$ cat src/rtl/spi_slave_if.sv
// Pin and FIFO bundle for spi_slave: TX pull side, RX push side, SPI pins and error pulses.
interface spi_slave_if #(
  parameter int unsigned W = 8
);
  logic [W-1:0] in;
  logic         get;
  logic         empty;
  logic [W-1:0] out;
  logic         put;
  logic         full;
  logic         spi_cs_n;
  logic         spi_clock;
  logic         spi_mosi;
  logic         spi_miso;
  logic         spi_miso_oe;
  logic         overrun;
  logic         underrun;

  modport slave (
    input  in, empty, full, spi_cs_n, spi_clock, spi_mosi,
    output get, out, put, spi_miso, spi_miso_oe, overrun, underrun
  );

  modport master (
    output in, empty, full, spi_cs_n, spi_clock, spi_mosi,
    input  get, out, put, spi_miso, spi_miso_oe, overrun, underrun
  );
endinterface

$ cat src/rtl/spi_slave.sv
// Mode-0 SPI slave, MSB first, oversampling the SPI pins in the system clock domain.
// Pulls TX words through a one-word holding register and pushes each received word to the RX FIFO.
module spi_slave #(
  parameter int unsigned   W    = 8,
  parameter logic [W-1:0]  IDLE = '1
) (
  input  logic          clock,
  input  logic          reset,
  spi_slave_if.slave    bus
);

  localparam int unsigned CW = (W > 2) ? $clog2(W) : 1;

  typedef enum logic [1:0] {
    ST_SYNC   = 2'd0,
    ST_IDLE   = 2'd1,
    ST_ACTIVE = 2'd2
  } state_t;

  state_t        r_state;
  logic          r_cs_meta, r_cs_sync, r_cs_prev;
  logic          r_sck_meta, r_sck_sync, r_sck_prev;
  logic          r_mosi_meta, r_mosi_sync;
  logic [W-1:0]  r_hold;
  logic          r_hold_valid;
  logic          r_get;
  logic [W-1:0]  r_shift;
  logic [W-2:0]  r_rx;
  logic [CW-1:0] r_count;
  logic [W-1:0]  r_out;
  logic          r_put;
  logic          r_miso_oe;
  logic          r_overrun;
  logic          r_underrun;

  logic          w_cs_fall, w_cs_rise, w_sck_rise, w_sck_fall;
  logic          w_load;
  logic [W-1:0]  w_load_word;
  logic [W-1:0]  w_rx_word;

  assign w_cs_fall   = r_cs_prev & ~r_cs_sync;
  assign w_cs_rise   = ~r_cs_prev & r_cs_sync;
  assign w_sck_rise  = ~r_sck_prev & r_sck_sync;
  assign w_sck_fall  = r_sck_prev & ~r_sck_sync;
  assign w_rx_word   = {r_rx, r_mosi_sync};
  assign w_load_word = r_hold_valid ? r_hold : IDLE;

  // Word load: on select, or on the first falling SCK after a completed word while still selected.
  assign w_load = ((r_state == ST_IDLE) && w_cs_fall) ||
                  ((r_state == ST_ACTIVE) && !w_cs_rise && w_sck_fall && (r_count == '0));

  always_ff @(posedge clock) begin
    if (reset) begin
      r_state      <= ST_SYNC;
      r_cs_meta    <= 1'b0;
      r_cs_sync    <= 1'b0;
      r_cs_prev    <= 1'b0;
      r_sck_meta   <= 1'b0;
      r_sck_sync   <= 1'b0;
      r_sck_prev   <= 1'b0;
      r_mosi_meta  <= 1'b0;
      r_mosi_sync  <= 1'b0;
      r_hold       <= '0;
      r_hold_valid <= 1'b0;
      r_get        <= 1'b0;
      r_shift      <= '0;
      r_rx         <= '0;
      r_count      <= '0;
      r_out        <= '0;
      r_put        <= 1'b0;
      r_miso_oe    <= 1'b0;
      r_overrun    <= 1'b0;
      r_underrun   <= 1'b0;
    end else begin
      r_cs_meta   <= bus.spi_cs_n;
      r_cs_sync   <= r_cs_meta;
      r_cs_prev   <= r_cs_sync;
      r_sck_meta  <= bus.spi_clock;
      r_sck_sync  <= r_sck_meta;
      r_sck_prev  <= r_sck_sync;
      r_mosi_meta <= bus.spi_mosi;
      r_mosi_sync <= r_mosi_meta;

      r_get      <= ~r_hold_valid & ~bus.empty & ~r_get;
      r_put      <= 1'b0;
      r_overrun  <= 1'b0;
      r_underrun <= 1'b0;

      if (w_load) begin
        r_shift <= w_load_word;
        if (r_hold_valid) r_hold_valid <= 1'b0;
        else              r_underrun   <= 1'b1;
      end

      // A pop always refills the holding register; it can only occur while the register is empty.
      if (r_get) begin
        r_hold       <= bus.in;
        r_hold_valid <= 1'b1;
      end

      case (r_state)
        ST_SYNC: begin
          if (r_cs_sync) r_state <= ST_IDLE;
        end
        ST_IDLE: begin
          if (w_cs_fall) begin
            r_state   <= ST_ACTIVE;
            r_count   <= '0;
            r_miso_oe <= 1'b1;
          end
        end
        ST_ACTIVE: begin
          if (w_cs_rise) begin
            r_state   <= ST_IDLE;
            r_count   <= '0;
            r_shift   <= '0;
            r_miso_oe <= 1'b0;
          end else if (w_sck_rise) begin
            r_rx <= w_rx_word[W-2:0];
            if (r_count == CW'(W - 1)) begin
              r_count <= '0;
              if (!bus.full) begin
                r_out <= w_rx_word;
                r_put <= 1'b1;
              end else begin
                r_overrun <= 1'b1;
              end
            end else begin
              r_count <= CW'(r_count + 1'b1);
            end
          end else if (w_sck_fall && (r_count != '0)) begin
            r_shift <= {r_shift[W-2:0], 1'b0};
          end
        end
        default: r_state <= ST_SYNC;
      endcase
    end
  end

  assign bus.get         = r_get;
  assign bus.out         = r_out;
  assign bus.put         = r_put;
  assign bus.spi_miso    = r_shift[W-1];
  assign bus.spi_miso_oe = r_miso_oe;
  assign bus.overrun     = r_overrun;
  assign bus.underrun    = r_underrun;

endmodule

$ cat src/flat_wrapper.sv
// flat-port wrapper written by rule: the top's interface ports become plain ports
module spi_slave_flat 
#(
  parameter int unsigned   W    = 8,
  parameter logic [W-1:0]  IDLE = '1
)
  (clock, reset, bus_in, bus_empty, bus_full, bus_spi_cs_n, bus_spi_clock, bus_spi_mosi, bus_get, bus_out, bus_put, bus_spi_miso, bus_spi_miso_oe, bus_overrun, bus_underrun);
  spi_slave_if #(.W(W)) bus_i ();
  input  logic clock;
  input  logic reset;
  input wire logic [$bits(bus_i.in)-1:0] bus_in;
  input wire logic [$bits(bus_i.empty)-1:0] bus_empty;
  input wire logic [$bits(bus_i.full)-1:0] bus_full;
  input wire logic [$bits(bus_i.spi_cs_n)-1:0] bus_spi_cs_n;
  input wire logic [$bits(bus_i.spi_clock)-1:0] bus_spi_clock;
  input wire logic [$bits(bus_i.spi_mosi)-1:0] bus_spi_mosi;
  output wire logic [$bits(bus_i.get)-1:0] bus_get;
  output wire logic [$bits(bus_i.out)-1:0] bus_out;
  output wire logic [$bits(bus_i.put)-1:0] bus_put;
  output wire logic [$bits(bus_i.spi_miso)-1:0] bus_spi_miso;
  output wire logic [$bits(bus_i.spi_miso_oe)-1:0] bus_spi_miso_oe;
  output wire logic [$bits(bus_i.overrun)-1:0] bus_overrun;
  output wire logic [$bits(bus_i.underrun)-1:0] bus_underrun;
  assign bus_i.in = bus_in;
  assign bus_i.empty = bus_empty;
  assign bus_i.full = bus_full;
  assign bus_i.spi_cs_n = bus_spi_cs_n;
  assign bus_i.spi_clock = bus_spi_clock;
  assign bus_i.spi_mosi = bus_spi_mosi;
  assign bus_get = bus_i.get;
  assign bus_out = bus_i.out;
  assign bus_put = bus_i.put;
  assign bus_spi_miso = bus_i.spi_miso;
  assign bus_spi_miso_oe = bus_i.spi_miso_oe;
  assign bus_overrun = bus_i.overrun;
  assign bus_underrun = bus_i.underrun;
  spi_slave #(.W(W), .IDLE(IDLE)) u_core (.clock(clock), .reset(reset), .bus(bus_i));
endmodule
$ cat config.mk
export PLATFORM = sky130hd
export DESIGN_NAME = spi_slave_flat
export DESIGN_NICKNAME = d
export VERILOG_FILES = /design/src/rtl/spi_slave_if.sv /design/src/rtl/spi_slave.sv /design/src/flat_wrapper.sv
export SDC_FILE = /design/constraint.sdc
export NUM_CORES = 1
export LEC_CHECK = 0
export ABC_AREA = 0
export CORE_MARGIN = 2
export CORE_UTILIZATION = 54
export CTS_CLUSTER_SIZE = 12
export DETAILED_ROUTE_END_ITERATION = 8
export HOLD_SLACK_MARGIN = 0.08
export MAX_ROUTING_LAYER = met4
export PLACE_DENSITY = 0.79
export SYNTH_ARGS = -nofsm -noshare
export SYNTH_HDL_FRONTEND = slang
export SYNTH_SLANG_ARGS = --single-unit
$ cat constraint.sdc
create_clock -name clock -period 2.15 [get_ports clock]
set_input_delay 0.3225 -clock clock [delete_from_list [all_inputs] [get_ports clock]]
set_output_delay 0.3225 -clock clock [all_outputs]
set_load 0.02 [all_outputs]
==> flow_metrics.env, run 1 <==
export IMPL_final_cell_mix="dfxtp_1, nand2b_1, clkdlybuf4s50_1"
export IMPL_die_h_um=67.9
export IMPL_run_status="finished clean"
export IMPL_drtPass1Iterations=4
export IMPL_critPathMaxFanout=5
export IMPL_ys_ff_latch=50
export IMPL_post_route_drc_count=0
export IMPL_worst_ep_required_time_ps=2380
export IMPL_cts_path_max_buffers=2
export IMPL_regToRegStartpoint="u_core.r_state[0]"
export IMPL_p_per_area_mw_per_mm2=761
export IMPL_drive_gt1_share_pct=7.31
export IMPL_numCtsBuffers=5
export IMPL_die_x_um=67.9
export IMPL_area_growth_pct=20.2
export IMPL_peakVddDrop_mv=0.447
export IMPL_port_buffers=28
export IMPL_grt_overflow=0
export IMPL_synth_area_leader_cell="dfxtp_1"
export IMPL_timing_final_hold_violations=0
export IMPL_drtIter0Drc=135
export IMPL_ys_types=35
export IMPL_fin_setup_tns_ps=0
export IMPL_coreArea_sq_mm=0.00397
export IMPL_grt_pass1_vias=1512
export IMPL_ant_nets=0
export IMPL_leakagePower_nw=0.981
export IMPL_min_from="u_core.r_cs_meta"
export IMPL_antenna_found_initial=0
export IMPL_cts_tree="yes"
export IMPL_cts_root_buf="clkbuf_8"
export IMPL_synthTopCellsByArea="dfxtp_1, mux2i_1, nand2b_1, ha_1, nor2b_1"
export IMPL_clkTransAtPathRegs_ps=90
export IMPL_fin_util_pct=66.7
export IMPL_arrival_ps=2000
export IMPL_grt_pass1_wl_um=6760
export IMPL_nets=283
export IMPL_io_pins=29
export IMPL_critPathLaunchType="flip-flop"
export IMPL_fin_skew_ps=12.5
export IMPL_grt_start_max_net_pins=33
export IMPL_timing_final_crit_share_pct=82.3
export IMPL_worstHoldPathCells=1
export IMPL_mostFrequentLayoutCell="dfxtp_1"
export IMPL_end_kind="flip-flop"
export IMPL_place_gp_congestion=0.771
export IMPL_vias_per_cell=5.29
export IMPL_num_vias=1639
export IMPL_synthCells=232
export IMPL_track_usage_pct=20.1
export IMPL_avgSynthCellArea_sq_um=9.50
export IMPL_routed_wl_um=3880
export IMPL_ys_warnings_count=0
export IMPL_crit_type="flip-flop to flip-flop"
export IMPL_maxCapViolCount=0
export IMPL_rsz0062_at_grt="no"
export IMPL_period_minus_slack_ps=1770
export IMPL_yosysTopAreaCellShare_pct=45.4
export IMPL_cts_setup_buffers=0
export IMPL_yosysSeqAreaShare_pct=45.4
export IMPL_start_util_pct=55.5
export IMPL_hold_path_class="flip-flop to flip-flop"
export IMPL_drv_slew=0
export IMPL_die_area_sq_mm=0.00461
export IMPL_slew_headroom_pct=65.4
export IMPL_h_tree_depth=2
export IMPL_setup_viol=0
export IMPL_synthesis_area_sq_mm=0.00220
export IMPL_clk_latency_ps=300
export IMPL_cts_resized=0
export IMPL_dp_hpwl_um=2660
export IMPL_crit_start="u_core.r_state[0]"
export IMPL_max_freq_mhz=565
export IMPL_synth_fp_nets=255
export IMPL_num_antenna_cells=0
export IMPL_wl_per_cell_um=12.5
export IMPL_worst_pin_slew_ps=519
export IMPL_hold_buffers=0
export IMPL_rows=23
export IMPL_cts_sinks=50
export IMPL_reg2reg_depth=6
kinds of logic (layout without fill, tap and decap cells):
family / count (synthesis) / after routing / synth area share, %
muxes: 25 / 25 / 11.4
and+or+nand+nor: 93 / 93 / 23.8
buffers and inverters: 20 / 48 / 4.20
DFF: 50 / 50 / 45.4
adders and majority gates: 8 / 8 / 4.54
AOI/OAI and AO/OA: 36 / 36 / 10.6
flip-flops by register name, indices dropped and copies added, names as in the netlist, 2 cells and up:
register        cells
u_core.r_rx         7
u_core.r_count      3
u_core.r_state      2
u_core.r_shift      8
u_core.r_hold       8
u_core.bus.out      8
where the power goes:
group | leakage, nW | internal (mW) | switching, mW
combinational | 0.518 | 0.163 | 0.193
sequential | 0.406 | 0.969 | 0.0327
clock | 0.0573 | 0.372 | 0.288
total | 0.981 | 1.50 | 0.514
per-layer routing:
metal  vias up  track usage (%)  part of all wire [%]
met5         -                -                     0
met1       759             25.5                    50
met3         6             5.43                   4.0
met4         0             6.75                   1.4
li1        847                -                     -
met2        27             31.3                    45
critical path: stages, from the launching register on:
cell and delay [ps]:
dfxtp_1 350, inv_1 110, ha_1 260, inv_1 130
nor3_1 260, or4b_1 460, a21oi_1 150
layout make-up:
| cell class | count | area (sq um) |
|---|---|---|
| Fill cell | 337 | 1320 |
| Multi-Input combinational cell | 162 | 1110 |
| Sequential cell | 50 | 1000 |
| Timing Repair Buffer | 35 | 340 |
| Clock buffer | 6 | 82.6 |
| Tap cell | 50 | 62.6 |
| Clock inverter | 1 | 30.0 |
| Inverter | 6 | 22.5 |
synth_stat cells (all sizes together):
cell / instances
dfxtp: 50
nand2b: 28
mux2i: 24
nand2: 17
nor2b: 13
a21oi: 12
nor2: 12
o21ai: 12
clkbuf: 9
ha: 8
nand3: 8
a221oi: 7
inv: 6
buf: 5
nor3: 4
and2b: 2
nor3b: 2
a2111oi: 1
a21boi: 1
a22oi: 1
a32oi: 1
and4: 1
and4bb: 1
mux2: 1
nand4: 1
nand4b: 1
nor4: 1
nor4bb: 1
o22ai: 1
or4b: 1
per-stage QoR:
step / setup WS [ps] / area [sq um] / power [mW] / cells / hold WS, ps
global placement: 448 / 2540 / 1.37 / 303 / 417
global route: 249 / 2650 / 2.12 / 310 / 463
floorplan: 549 / 2200 / 1.26 / 232 / 394
detailed placement: 409 / 2540 / 1.38 / 303 / 424
finish: 381 / 2650 / 2.02 / 310 / 446
CTS: 382 / 2650 / 2.04 / 310 / 451
worst paths after layout:
kind	to	slack, ps
max	u_core.r_count[0]	380
min	u_core.r_cs_sync	450
max reg2reg	u_core.r_count[0]	380
min reg2reg	u_core.r_cs_sync	450
Power figures use the tool's default switching activity.
==> run 2: changes to the inputs <==
--- a/config.mk
+++ b/config.mk
@@ -7,12 +7,12 @@
 export LEC_CHECK = 0
 export ABC_AREA = 0
 export CORE_MARGIN = 2
-export CORE_UTILIZATION = 54
+export CORE_UTILIZATION = 49
 export CTS_CLUSTER_SIZE = 12
 export DETAILED_ROUTE_END_ITERATION = 8
 export HOLD_SLACK_MARGIN = 0.08
 export MAX_ROUTING_LAYER = met4
-export PLACE_DENSITY = 0.79
+export PLACE_DENSITY = 0.76
 export SYNTH_ARGS = -nofsm -noshare
 export SYNTH_HDL_FRONTEND = slang
 export SYNTH_SLANG_ARGS = --single-unit
==> constraint.sdc (replaced) <==
create_clock -name clock -period 1.4 [get_ports clock]
set_input_delay 0.21 -clock clock [delete_from_list [all_inputs] [get_ports clock]]
set_output_delay 0.21 -clock clock [all_outputs]
set_load 0.02 [all_outputs]
==> flow_metrics.env, run 2 (synthesized netlist as in run 1, its figures left out) <==
export IMPL_arrival_ps=1840
export IMPL_peakVddDrop_mv=0.704
export IMPL_max_freq_mhz=614
export IMPL_cts_path_max_buffers=2
export IMPL_routed_wl_um=4670
export IMPL_vias_per_cell=5.31
export IMPL_antenna_found_initial=0
export IMPL_fin_util_pct=69.4
export IMPL_worst_pin_slew_ps=356
export IMPL_coreArea_sq_mm=0.00435
export IMPL_dp_hpwl_um=2960
export IMPL_highest_layer="met4"
export IMPL_mostFrequentLayoutCell="dfxtp_1"
export IMPL_worstHoldPathCells=2
export IMPL_grt_pass1_wl_um=7650
export IMPL_track_usage_pct=19.2
export IMPL_rsz0062_at_grt="yes"
export IMPL_num_antenna_cells=0
export IMPL_wl_met1_um=2140
export IMPL_nets=306
export IMPL_die_area_sq_mm=0.00505
export IMPL_final_cell_mix="dfxtp_1, nand2b_1, mux2i_1"
export IMPL_cts_root_buf="clkbuf_8"
export IMPL_route_met2_wl_um=2300
export IMPL_power_total_mw=3.45
export IMPL_end_kind="flip-flop"
export IMPL_multi_input_area_sq_mm=0.00129
export IMPL_grt_overflow=0
export IMPL_die_h_um=71.1
export IMPL_critPathMaxFanout=10
export IMPL_clk_latency_ps=300
export IMPL_drive_gt1_share_pct=26.1
export IMPL_start_util_pct=50.6
export IMPL_worst_ep_required_time_ps=1610
export IMPL_cts_sinks=50
export IMPL_p_per_area_mw_per_mm2=1140
export IMPL_drv_slew=0
export IMPL_run_status="finished with violations"
export IMPL_rows=24
export IMPL_io_pins=29
export IMPL_crit_type="flip-flop to flip-flop"
export IMPL_post_route_worst_setup_slack_ps=-229
export IMPL_grt_start_max_net_pins=32
export IMPL_cts_tree="yes"
export IMPL_critPathLaunchType="flip-flop"
export IMPL_violations="setup timing"
export IMPL_maxCapViolCount=0
export IMPL_hold_path_class="input port to flip-flop"
export IMPL_fill_cells=336
export IMPL_area_growth_pct=37.1
export IMPL_setup_viol=13
export IMPL_fin_skew_ps=7.30
export IMPL_drtIter0Drc=90
export IMPL_die_x_um=71.1
export IMPL_port_buffers=28
export IMPL_drtPass1Iterations=4
export IMPL_clkTransAtPathRegs_ps=90
export IMPL_ff_latch_area_sq_mm=0.00101
export IMPL_timing_final_hold_violations=0
export IMPL_reg2reg_depth=7
export IMPL_h_tree_depth=2
export IMPL_post_route_drc_count=0
export IMPL_numCtsBuffers=5
export IMPL_num_vias=1783
export IMPL_ant_nets=0
export IMPL_place_gp_congestion=0.769
export IMPL_leakagePower_nw=1.20
export IMPL_slew_headroom_pct=76.2
export IMPL_grt_pass1_vias=1692
export IMPL_wl_per_cell_um=13.9
export IMPL_timing_final_crit_share_pct=116
export IMPL_met3WireLength_um=181
export IMPL_period_minus_slack_ps=1630
==> run 2: cell types whose count changed in the layout (fill, tap and decap cells not counted), moves of 5 or more <==
| cell | change |
|---|---|
| buf_4 | +14 |
| buf_6 | +6 |
| clkdlybuf4s50_1 | -14 |
| dfxtp_1 | -5 |
| dlygate4sd2_1 | +14 |
| ha_1 | -6 |
| ha_4 | +5 |
| inv_1 | -6 |
==> run 2: repair_timing <==
action / in CTS / in global routing
hold buffers: 0 / 0
pin swaps: 4 / 8
endpoints found under the hold margin: 0 / 0
resized for setup: 31 / 15
setup buffers: 3 / 4
cloned: 0 / 2
setup endpoints to repair: 44 / 31
==> run 2: metal layers <==
metal,up-vias,track usage (%)
li1,897,-
met1,843,24.5
met2,37,31.0
met3,6,4.42
met4,0,5.03
met5,-,-
==> run 2: cell type report <==
type / instances / share of cell area (%)
flip-flops and latches: 50 / 33.4
inverters: 6 / 1.16
clock buffers: 7 / 3.19
multi-input cells: 163 / 42.6
clock inverters: 1 / 0.290
repair buffers: 57 / 17.2
well taps: 52 / 2.15
==> run 2: final timing paths <==
| path | endpoint | from | slack (ps) |
|---|---|---|---|
| worst min register to register | u_core.r_cs_sync | u_core.r_cs_meta | 440 |
| worst min-delay path | u_core.r_sck_sync | reset | 270 |
| worst max register to register | u_core.r_shift[4] | u_core.r_count[0] | -230 |
| worst max-delay path | u_core.r_shift[4] | u_core.r_count[0] | -230 |
==> run 2: metrics by stage <==
stage / setup TNS, ps / cell area (sq um) / instances / hold slack, ps / setup WS, ps
CTS: -1970 / 2920 / 331 / 267 / -237
global placement: -5140 / 2740 / 320 / 419 / -332
finish: -1920 / 3020 / 336 / 268 / -229
detailed placement: -6210 / 2740 / 320 / 424 / -407
global route: -2610 / 3020 / 336 / 269 / -256
floorplan: -428 / 2290 / 232 / 282 / -62.0
==> run 2: power by group <==
part           switching, mW  leakage [nW]  internal (mW)
combinational          0.447         0.734          0.527
clock                  0.475        0.0544          0.453
sequential            0.0513         0.408           1.49
total                  0.974          1.20           2.47
==> run 2: critical path, cell delays in order (launching register included) <==
cell and delay (ps):
dfxtp_2 370, inv_2 50, ha_4 150, and4bb_1 200
a32oi_2 220, buf_12 180, mux2i_1 90, a221oi_1 280
